$ cat src/rtl/fou_scheduler_if.sv
`default_nettype none
// ============================================================================
// Module   : fou_scheduler_if
// Purpose  : Handshake bundle between the FOU scheduler and the shared
//            trapezoid membership evaluator.
// Signals  : mf_req  - scheduler requests an evaluation
//            mf_sel  - trapezoid index 0..11 under evaluation
//            mf_x    - crisp value to evaluate
//            mf_ack  - evaluator result valid
//            mf_mu   - membership degree returned by the evaluator
// Modports : master (scheduler side), slave (evaluator side)
// Revision : 1.0 - initial release
// ============================================================================
interface fou_scheduler_if;
  logic       mf_req;
  logic [3:0] mf_sel;
  logic [7:0] mf_x;
  logic       mf_ack;
  logic [7:0] mf_mu;

  modport master (output mf_req, output mf_sel, output mf_x,
                  input  mf_ack, input  mf_mu);
  modport slave  (input  mf_req, input  mf_sel, input  mf_x,
                  output mf_ack, output mf_mu);
endinterface
`default_nettype wire

$ cat src/rtl/fou_scheduler.sv
`default_nettype none
// ============================================================================
// Module   : fou_scheduler
// Purpose  : Sequences the twelve FOU upper/lower membership evaluations of
//            one frame through a single shared trapezoid evaluator, collects
//            the degrees in a work bank and publishes them to a result bank
//            once the frame completes.
// Ports    : clk, RESET (async, active low)
//            EN_SCLK, start         - frame request, gated by sample enable
//            Input_01, Input_02     - crisp inputs (latched at frame start)
//            mf (master modport)    - evaluator handshake
//            busy, done, err        - status (err is sticky until reset)
//            Ativo_UP               - nonzero flags of the six UP degrees
//            rd_idx / rd_data       - combinational result bank read
// Options  : FOU_SKIP_LOW_EN - skip a LOW evaluation whose UP degree is zero
// Revision : 1.0 - initial release
// ============================================================================
module fou_scheduler #(
  parameter int ACK_TIMEOUT = 15
) (
  input  wire logic        clk,
  input  wire logic        RESET,
  input  wire logic        EN_SCLK,
  input  wire logic        start,
  input  wire logic [7:0]  Input_01,
  input  wire logic [7:0]  Input_02,
  fou_scheduler_if.master  mf,
  output logic             busy,
  output logic             done,
  output logic             err,
  output logic [5:0]       Ativo_UP,
  input  wire logic [3:0]  rd_idx,
  output logic [7:0]       rd_data
);

  localparam logic [3:0] c_LAST_K   = 4'd11;
  // The entry times out on the edge where the counter would reach ACK_TIMEOUT.
  localparam logic [7:0] c_TO_LAST  = 8'(ACK_TIMEOUT - 1);

  typedef enum logic [1:0] {
    S_IDLE = 2'd0,
    S_REQ  = 2'd1,
    S_DONE = 2'd2
  } state_t;

  state_t      state_q, state_d;
  logic [3:0]  k_q, k_d;
  logic [7:0]  wait_q, wait_d;
  logic [7:0]  in1_q, in2_q;
  logic        err_q, err_d;
  logic        done_q, done_d;
  logic [7:0]  work_q [12];
  logic [7:0]  bank_q [12];

  logic        in_load;
  logic        wr_en;
  logic [7:0]  wr_val;
  logic        bank_load;
  logic        entry_done;
  logic        skip;

`ifdef FOU_SKIP_LOW_EN
  // A LOW entry (odd k) is pointless when its UP degree came back zero.
  assign skip = (state_q == S_REQ) && k_q[0] && (work_q[k_q - 4'd1] == 8'd0);
`else
  assign skip = 1'b0;
`endif

  // --------------------------------------------------------------------------
  // Next-state and outputs
  // --------------------------------------------------------------------------
  always_comb begin
    state_d    = state_q;
    k_d        = k_q;
    wait_d     = wait_q;
    err_d      = err_q;
    done_d     = 1'b0;
    in_load    = 1'b0;
    wr_en      = 1'b0;
    wr_val     = 8'd0;
    bank_load  = 1'b0;
    entry_done = 1'b0;
    mf.mf_req  = 1'b0;
    mf.mf_sel  = 4'd0;
    mf.mf_x    = 8'd0;

    case (state_q)
      S_IDLE: begin
        if (start && EN_SCLK) begin
          state_d = S_REQ;
          k_d     = 4'd0;
          wait_d  = 8'd0;
          in_load = 1'b1;
        end
      end

      S_REQ: begin
        mf.mf_sel = k_q;
        mf.mf_x   = (k_q < 4'd6) ? in1_q : in2_q;
        if (skip) begin
          wr_en      = 1'b1;
          entry_done = 1'b1;
        end else begin
          mf.mf_req = 1'b1;
          if (mf.mf_ack) begin
            wr_en      = 1'b1;
            wr_val     = mf.mf_mu;
            entry_done = 1'b1;
          end else if (wait_q == c_TO_LAST) begin
            wr_en      = 1'b1;
            err_d      = 1'b1;
            entry_done = 1'b1;
          end else begin
            wait_d = wait_q + 8'd1;
          end
        end
        if (entry_done) begin
          wait_d = 8'd0;
          if (k_q == c_LAST_K) begin
            state_d = S_DONE;
            k_d     = 4'd0;
          end else begin
            k_d = k_q + 4'd1;
          end
        end
      end

      S_DONE: begin
        bank_load = 1'b1;
        done_d    = 1'b1;
        state_d   = S_IDLE;
      end

      default: state_d = S_IDLE;
    endcase
  end

  // --------------------------------------------------------------------------
  // State registers
  // --------------------------------------------------------------------------
  always_ff @(posedge clk or negedge RESET) begin
    if (!RESET) begin
      state_q <= S_IDLE;
      k_q     <= 4'd0;
      wait_q  <= 8'd0;
      in1_q   <= 8'd0;
      in2_q   <= 8'd0;
      err_q   <= 1'b0;
      done_q  <= 1'b0;
      for (int i = 0; i < 12; i++) begin
        work_q[i] <= 8'd0;
        bank_q[i] <= 8'd0;
      end
    end else begin
      state_q <= state_d;
      k_q     <= k_d;
      wait_q  <= wait_d;
      err_q   <= err_d;
      done_q  <= done_d;
      if (in_load) begin
        in1_q <= Input_01;
        in2_q <= Input_02;
      end
      if (wr_en) begin
        work_q[k_q] <= wr_val;
      end
      if (bank_load) begin
        for (int i = 0; i < 12; i++) begin
          bank_q[i] <= work_q[i];
        end
      end
    end
  end

  // --------------------------------------------------------------------------
  // Status and result outputs
  // --------------------------------------------------------------------------
  assign busy    = (state_q != S_IDLE);
  assign done    = done_q;
  assign err     = err_q;
  assign rd_data = (rd_idx < 4'd12) ? bank_q[rd_idx] : 8'd0;

  // UP degrees live at even indices; FOU_1_UP maps to the MSB.
  for (genvar i = 0; i < 6; i++) begin : g_ativo
    assign Ativo_UP[5-i] = |bank_q[2*i];
  end

endmodule
`default_nettype wire

$ cat src/flat_wrapper.sv
// flat-port wrapper written by rule: the top's interface ports become plain ports
module fou_scheduler_flat 
#(
  parameter int ACK_TIMEOUT = 15
)
  (clk, RESET, EN_SCLK, start, Input_01, Input_02, busy, done, err, Ativo_UP, rd_idx, rd_data, mf_mf_req, mf_mf_sel, mf_mf_x, mf_mf_ack, mf_mf_mu);
  fou_scheduler_if mf_i ();
  input  wire logic clk;
  input  wire logic RESET;
  input  wire logic EN_SCLK;
  input  wire logic start;
  input  wire logic [7:0] Input_01;
  input  wire logic [7:0] Input_02;
  output logic busy;
  output logic done;
  output logic err;
  output logic [5:0] Ativo_UP;
  input  wire logic [3:0] rd_idx;
  output logic [7:0] rd_data;
  output wire logic [$bits(mf_i.mf_req)-1:0] mf_mf_req;
  output wire logic [$bits(mf_i.mf_sel)-1:0] mf_mf_sel;
  output wire logic [$bits(mf_i.mf_x)-1:0] mf_mf_x;
  input wire logic [$bits(mf_i.mf_ack)-1:0] mf_mf_ack;
  input wire logic [$bits(mf_i.mf_mu)-1:0] mf_mf_mu;
  assign mf_mf_req = mf_i.mf_req;
  assign mf_mf_sel = mf_i.mf_sel;
  assign mf_mf_x = mf_i.mf_x;
  assign mf_i.mf_ack = mf_mf_ack;
  assign mf_i.mf_mu = mf_mf_mu;
  fou_scheduler #(.ACK_TIMEOUT(ACK_TIMEOUT)) u_core (.clk(clk), .RESET(RESET), .EN_SCLK(EN_SCLK), .start(start), .Input_01(Input_01), .Input_02(Input_02), .mf(mf_i), .busy(busy), .done(done), .err(err), .Ativo_UP(Ativo_UP), .rd_idx(rd_idx), .rd_data(rd_data));
endmodule
$ cat config.mk
export PLATFORM = sky130hd
export DESIGN_NAME = fou_scheduler_flat
export DESIGN_NICKNAME = d
export VERILOG_FILES = /design/src/rtl/fou_scheduler_if.sv /design/src/rtl/fou_scheduler.sv /design/src/flat_wrapper.sv
export SDC_FILE = /design/constraint.sdc
export NUM_CORES = 1
export LEC_CHECK = 0
export ABC_AREA = 1
export CELL_PAD_IN_SITES_DETAIL_PLACEMENT = 1
export CELL_PAD_IN_SITES_GLOBAL_PLACEMENT = 2
export CORE_MARGIN = 4
export CORE_UTILIZATION = 39
export DETAILED_ROUTE_END_ITERATION = 8
export MAX_ROUTING_LAYER = met4
export PLACE_DENSITY = 0.95
export SLEW_MARGIN = 20
export SYNTH_ARGS = -nofsm -noshare
export SYNTH_HDL_FRONTEND = slang
export SYNTH_SLANG_ARGS = --single-unit
export TNS_END_PERCENT = 1
$ cat constraint.sdc
create_clock -name clk -period 2.55 [get_ports clk]
set_clock_uncertainty 0.05 [all_clocks]
set_input_delay 0.6375 -clock clk [delete_from_list [all_inputs] [get_ports clk]]
set_output_delay 0.6375 -clock clk [all_outputs]
set_load 0.01 [all_outputs]
# Yosys cells after proc, flatten, opt, wreduce, memory -nomap -nowiden
# Index checks and enable logic that the tools add are counted.
[word_totals] output_inout_bits=30 word_cells=98 reg_bits=224
[classes] n_reduce_logical=15 order_cmp=5 mux=33 eq_ne=9 addsub=2 n_bitwise=3
[ops] operator="bitwise mux 96 bit" n=1
[ops] operator="2-to-1 mux 8 bit" n=12
[ops] operator="OR reduction 8 bit" n=6
[ops] operator="binary-select mux 8 bit (select 4 bit)" n=1
[ops] operator="demux 8 bit (select 4 bit)" n=1
[ops] operator="2-to-1 mux 4 bit" n=4
[ops] operator="one-hot mux 8 bit (2 select lines)" n=1
[ops] operator=">= comparator 5 bit, second input constant" n=2
[ops] operator="inverter 4 -> 5 bit" n=2
[ops] operator="AND reduction 3 bit" n=3
[ops] operator="adder 8 x 1 -> 8 bit, second input constant" n=1
[ops] operator="equality test 8 x 4 -> 1 bit, second input constant" n=1
[ops] operator="2-to-1 mux 1 bit" n=8
[ops] operator="one-hot mux 4 bit (2 select lines)" n=1
[ops] operator="2-to-1 mux 2 bit" n=3
[ops] operator="inequality test 2 x 1 -> 1 bit, second input constant" n=3
[ops] operator="less-than comparator 5 x 1 -> 1 bit, second input constant" n=1
[ops] operator="adder 4 x 1 -> 4 bit, second input constant" n=1
[ops] operator="equality test 4 bit, second input constant" n=1
[ops] operator="less-than comparator 4 x 3 -> 1 bit, second input constant" n=1
[ops] operator="less-than comparator 4 bit, second input constant" n=1
[ops] operator="one-hot mux 2 bit (2 select lines)" n=1
[ops] operator="AND reduction 4 bit" n=1
[ops] operator="nonzero test 2 bit" n=2
[ops] operator="7 further kinds" n=8

# Logic depth before layout (Yosys ltp)
[depth] depth_word=6 mapped_depth=9

# Worst setup path after synthesis
# Ideal clock, no wire load.
[synth_path] path_kind="input to output" from="in rd_idx[0]" to="out rd_data[5]" n_path_buf=2 path_stages=9 path_slack_ps=314 arrival_time_ps=1548 cell_sequence="buf_2 > clkinv_1 > clkbuf_1 > nand2_1 > nand3_1 > nand3_1 > nand2_1 > nand2_1 > nand2_1"
[synth_between] elab_chain_len=5
[synth_lines] item="start, declared" line_no="flat_wrapper.sv:18" text="input wire logic [3:0] rd_idx;"
[synth_lines] item="inverter 4 -> 5 bit (not written as such)" line_no="fou_scheduler.sv:181" text="assign rd_data = (rd_idx < 4'd12) ? bank_q[rd_idx] : 8'd0;"
[synth_lines] item="binary-select mux 8 bit (select 4 bit)" line_no="fou_scheduler.sv:181"
[synth_lines] item="2-to-1 mux 8 bit (not written as such) (2 in a row)" line_no="fou_scheduler.sv:181"
[synth_lines] item="2-to-1 mux 8 bit *" line_no="fou_scheduler.sv:181"
[synth_lines] item="end, declared" line_no="flat_wrapper.sv:19" text="output logic [7:0] rd_data;"
# Mark *: on every way between the ends. The rest lies on a longest branch, timed or not. The select of a mux whose other input is x is not followed.

# Final worst setup path
[layout_path] from="in rd_idx[1]" to="out rd_data[2]"
# Same word-level chain as after synthesis.

==> key figures <==
Min path
  – Min-Delay Path Class: input pin to async pin

Routing
  – Count of nets left with antenna violations after detail routing: 0
  – Count of TritonRoute iterations in the first routing pass: 4
  – DRC Markers: 0
  – Via-per-instance ratio: 5.40
  – Starting DRT DRC Count: 785
  – Total via count in the routed design: 9242
  – Routed length per instance: 20.4 um
  – Post-detailed-routing wire length: between 30000 and 40000 um

Worst setup path
  – Worst path slowest cell: buf_4
  – Startpoint kind of the worst setup timing path: input pin
  – Maximum fanout along the worst path: 22
  – Most frequent CP cell: nand2_1
  – Crit path cell chain: dlygate4sd2_1 -> buf_4 -> nand3_1 -> nand3_1 -> nand2_1 -> nand2_1 -> nand2_1 -> dlygate4sd2_1
  – Largest stage delay on the critical path: 0.30 ns
  – Crit Reg-Reg Startpoint: u_core.k_q[1]$_DFFE_PN0P_
  – Endpoint arrival time on the critical path: 1.88 ns
  – Setup crit start: rd_idx[1]
  – Class of the most critical setup path: input pin to output pin
  – Reg-to-reg slack, setup: 0.55 ns
  – Setup crit end kind: output pin
  – CP Data Required Time: ~1.9 ns

Final layout
  – P&R area growth vs syn: 20.9%
  – Multi-input combinational cell area: 0.00437 mm^2
  – Total inserted antenna cells: 0
  – Share of layout cells above drive strength 1: 12.7%
  – Number of nets in the layout: 1397
  – Fillcell total: 3112
  – FF+latch area: 0.00561 mm^2
  – Post-layout instance count excluding filler cells: 1710

Synth
  – Instance count of the mapped netlist: 1276
  – Most used standard cells in the synthesized netlist: nand2_1, dfrtp_1, nand4_1
  – Area share of the largest cell type after synthesis: ~54%
  – Most used flip-flop cell after synthesis: dfrtp_1
  – Net count after synthesis: ~1300
  – Library cells used by synthesis: 26
  – Dominant cells by area after synthesis: dfrtp_1, nand2_1, nand4_1
  – Most frequent cell after synthesis: nand2_1
  – Post-synthesis cell type with the largest combined area: dfrtp_1
  – Async set-reset flop share out of synthesis: 100%
  – Summed instance area of the synthesized netlist: 0.0103 mm^2
  – Sequential cell area fraction in the yosys report: between 50% and 60%
  – Number of synthesized flops with an enable pin: 0
  – Flip-flop and latch count after synthesis: 224
  – Average footprint of a synthesized cell: 8.10 um^2
  – Yosys synthesis warning count: 0

GRT
  – Number of antenna violations at the first check in global routing: 0
  – Total routing usage reported by global routing: 25.1%
  – Met2 capacity usage during global routing: 40.8%
  – Largest net degree at the start of global routing: 102
  – Aggregate global routing overflow: 0
  – Met1 routing resource usage after global routing: around 32%
  – Global-route wire length before repair: 56200 um
  – Met3 Resource Use GR: under 10%
  – Via count of the first global-routing pass: 9831
  – Most used routing layer: met2

Place
  – Hpwl dp: 23800 um
  – Last weighted congestion value of the routability-driven placer: 0.890
  – Worst slack after detailed placement: -0.581 ns
  – Number of I/O port buffers: 62
  – Placed cell count: 1663

Floorplanning
  – Io pins: 63
  – Row count: 59
  – Area of the die: 0.0292 mm^2
  – Die X-Extent: 171 um
  – Starting utilization of the core area: between 30% and 40%
  – Area of the core: 0.0261 mm^2
  – Vertical die dimension: 171 um

Timing
  – Unrepaired setup endpoints after global routing: true
  – Achievable clock frequency: 389 MHz
  – Max-slew violations: 0
  – Min setup slack post-route: -0.0218 ns
  – Count of endpoints failing setup in the final report: 2
  – Ratio of final minimum period to clock period: 101%
  – Worst rel slew slack: around half
  – Count of endpoints failing hold in the final timing report: 0
  – Minimum period implied by the final worst setup slack: 2.57 ns
  – Transition time of the tightest slew-check pin: 0.744 ns

Power
  – Power density of the placed cells: 907 mW/mm^2
  – Leak pwr: ~6.6 nW
  – PnR Total Power: 11.3 mW
  – Maximum vdd ir drop: 0.618 mV
  – Comb power frac: 24.3%
  – Switching pwr: 3.77 mW
  – Design internal power: between 7 and 8 mW
  – Clock power frac: 32.5%
  – Switching power share of the total: 33.3%
  – Part of the power in registers: 43.2%

Run
  – Max cap viols: 0

CTS
  – Clock sink total: 224
  – Clk pin slew, worst setup/hold paths: ~0.06 ns
  – Largest buffer count on any clock path: 3
  – TritonCTS buffer count: 26
  – TritonCTS clock tree: done
  – Root buf cell: clkbuf_16
  – Total number of H-tree levels: 1
  – Worst-Skew Late Latency: 0.54 ns

Outcome
  – Run status: finished with violations
  – Violated checks: setup timing
-- sequential cells by signal, indices dropped and copies added (netlist names) --
signal          cells
u_core.bank_q      96
u_core.work_q      96
u_core.in1_q        8
u_core.in2_q        8
u_core.wait_q       8
u_core.k_q          4
u_core.state_q      2
u_core.done         1
u_core.err          1
-- cell type report --
class / count / area share [%]
inverter: 34 / 1.05
multi-input combinational: 953 / 34.9
clock buffer: 36 / 5.82
tap: 335 / 3.35
sequential: 224 / 44.9
timing repair buffer: 119 / 9.13
clock inverter: 9 / 0.871
-- routing by layer --
layer,up-vias,wire length (um)
met5,-,0
met4,0,1640
met3,75,1420
met2,218,16900
met1,4652,14900
li1,4297,-
-- what timing repair did --
item / 4_1_cts / 5_1_grt
setup buffers: 2 / 0
gates resized for setup: 56 / 22
endpoints found under the setup margin: 27 / 18
pin swaps: 1 / 1
hold buffers: 0 / 0
-- logic make-up after synthesis --
logic type	count (synthesis)	share of synthesized area, %
AND/OR/NAND/NOR	900	37.2
flip-flops	224	54.2
buffers and inverters	99	4.37
AO/OA/AOI/OAI	31	1.73
multiplexers	16	1.74
adder cells (fa/ha/maj)	6	0.726
-- power by group through the flow --
stage	clock network, mW	registers, mW	logic [mW]
6_report	3.69	4.90	2.76
5_1_grt	3.91	4.99	3.10
4_1_cts	3.76	4.88	2.79
3_5_place_dp	0	4.94	2.81
3_3_place_gp	0	4.90	2.70
2_1_floorplan	0	4.76	1.64
-- critical path, delay by kind of cell --
kind	cells	cell delay, ns
and+or+nand+nor	5	0.38
buffers and inverters	3	0.87
-- per-stage QoR --
step / hold slack, ns / TNS (ns) / util (%) / instance area [um^2]
floorplan: 0.292 / 0 / - / 10300
CTS: 0.00456 / -0.426 / 48.0 / 12500
finish: 0.00353 / -0.0426 / 48.0 / 12500
detailed placement: 0.409 / -4.45 / 44.6 / 11600
global route: 0.0269 / -0.484 / 48.0 / 12500
global placement: 0.404 / -4.40 / 44.6 / 11600
-- final timing paths --
path                                                 end  cells after the start
setup / recovery                              rd_data[2]                      8
max in group asynchronous  u_core.bank_q[28]$_DFFE_PN0P_                      2
hold / removal              u_core.wait_q[2]$_DFFE_PN0P_                      1
min in group clk           u_core.work_q[79]$_DFFE_PN0P_                      2
hold reg to reg            u_core.work_q[79]$_DFFE_PN0P_                      2
setup reg to reg           u_core.work_q[28]$_DFFE_PN0P_                      8
-- layout by cell type, fill, tap and decap left out, types with 2 or more instances in the layout --
master and count:
nand2_1 641, dfrtp_1 222, nand4_1 92, nand3_1 82, nor2_1 44, buf_4 44
clkdlybuf4s50_1 32, clkbuf_16 26, inv_1 24, mux2_2 16, o21ai_0 15, dlygate4sd2_1 14
nor2_2 13, nand3_2 12, buf_12 12, nor4_2 9, clkbuf_2 7, inv_2 6
clkinv_2 6, ha_1 6, clkbuf_1 6, o21ai_1 5, o211ai_1 4, clkbuf_8 4
buf_2 4, nor4_1 3, a21oi_1 2, nand2_2 2, clkinv_1 2, o21bai_1 2
bufinv_16 2, dlymetal6s2s_1 2, dfrtp_2 2
(Power assumes the default switching activity.)
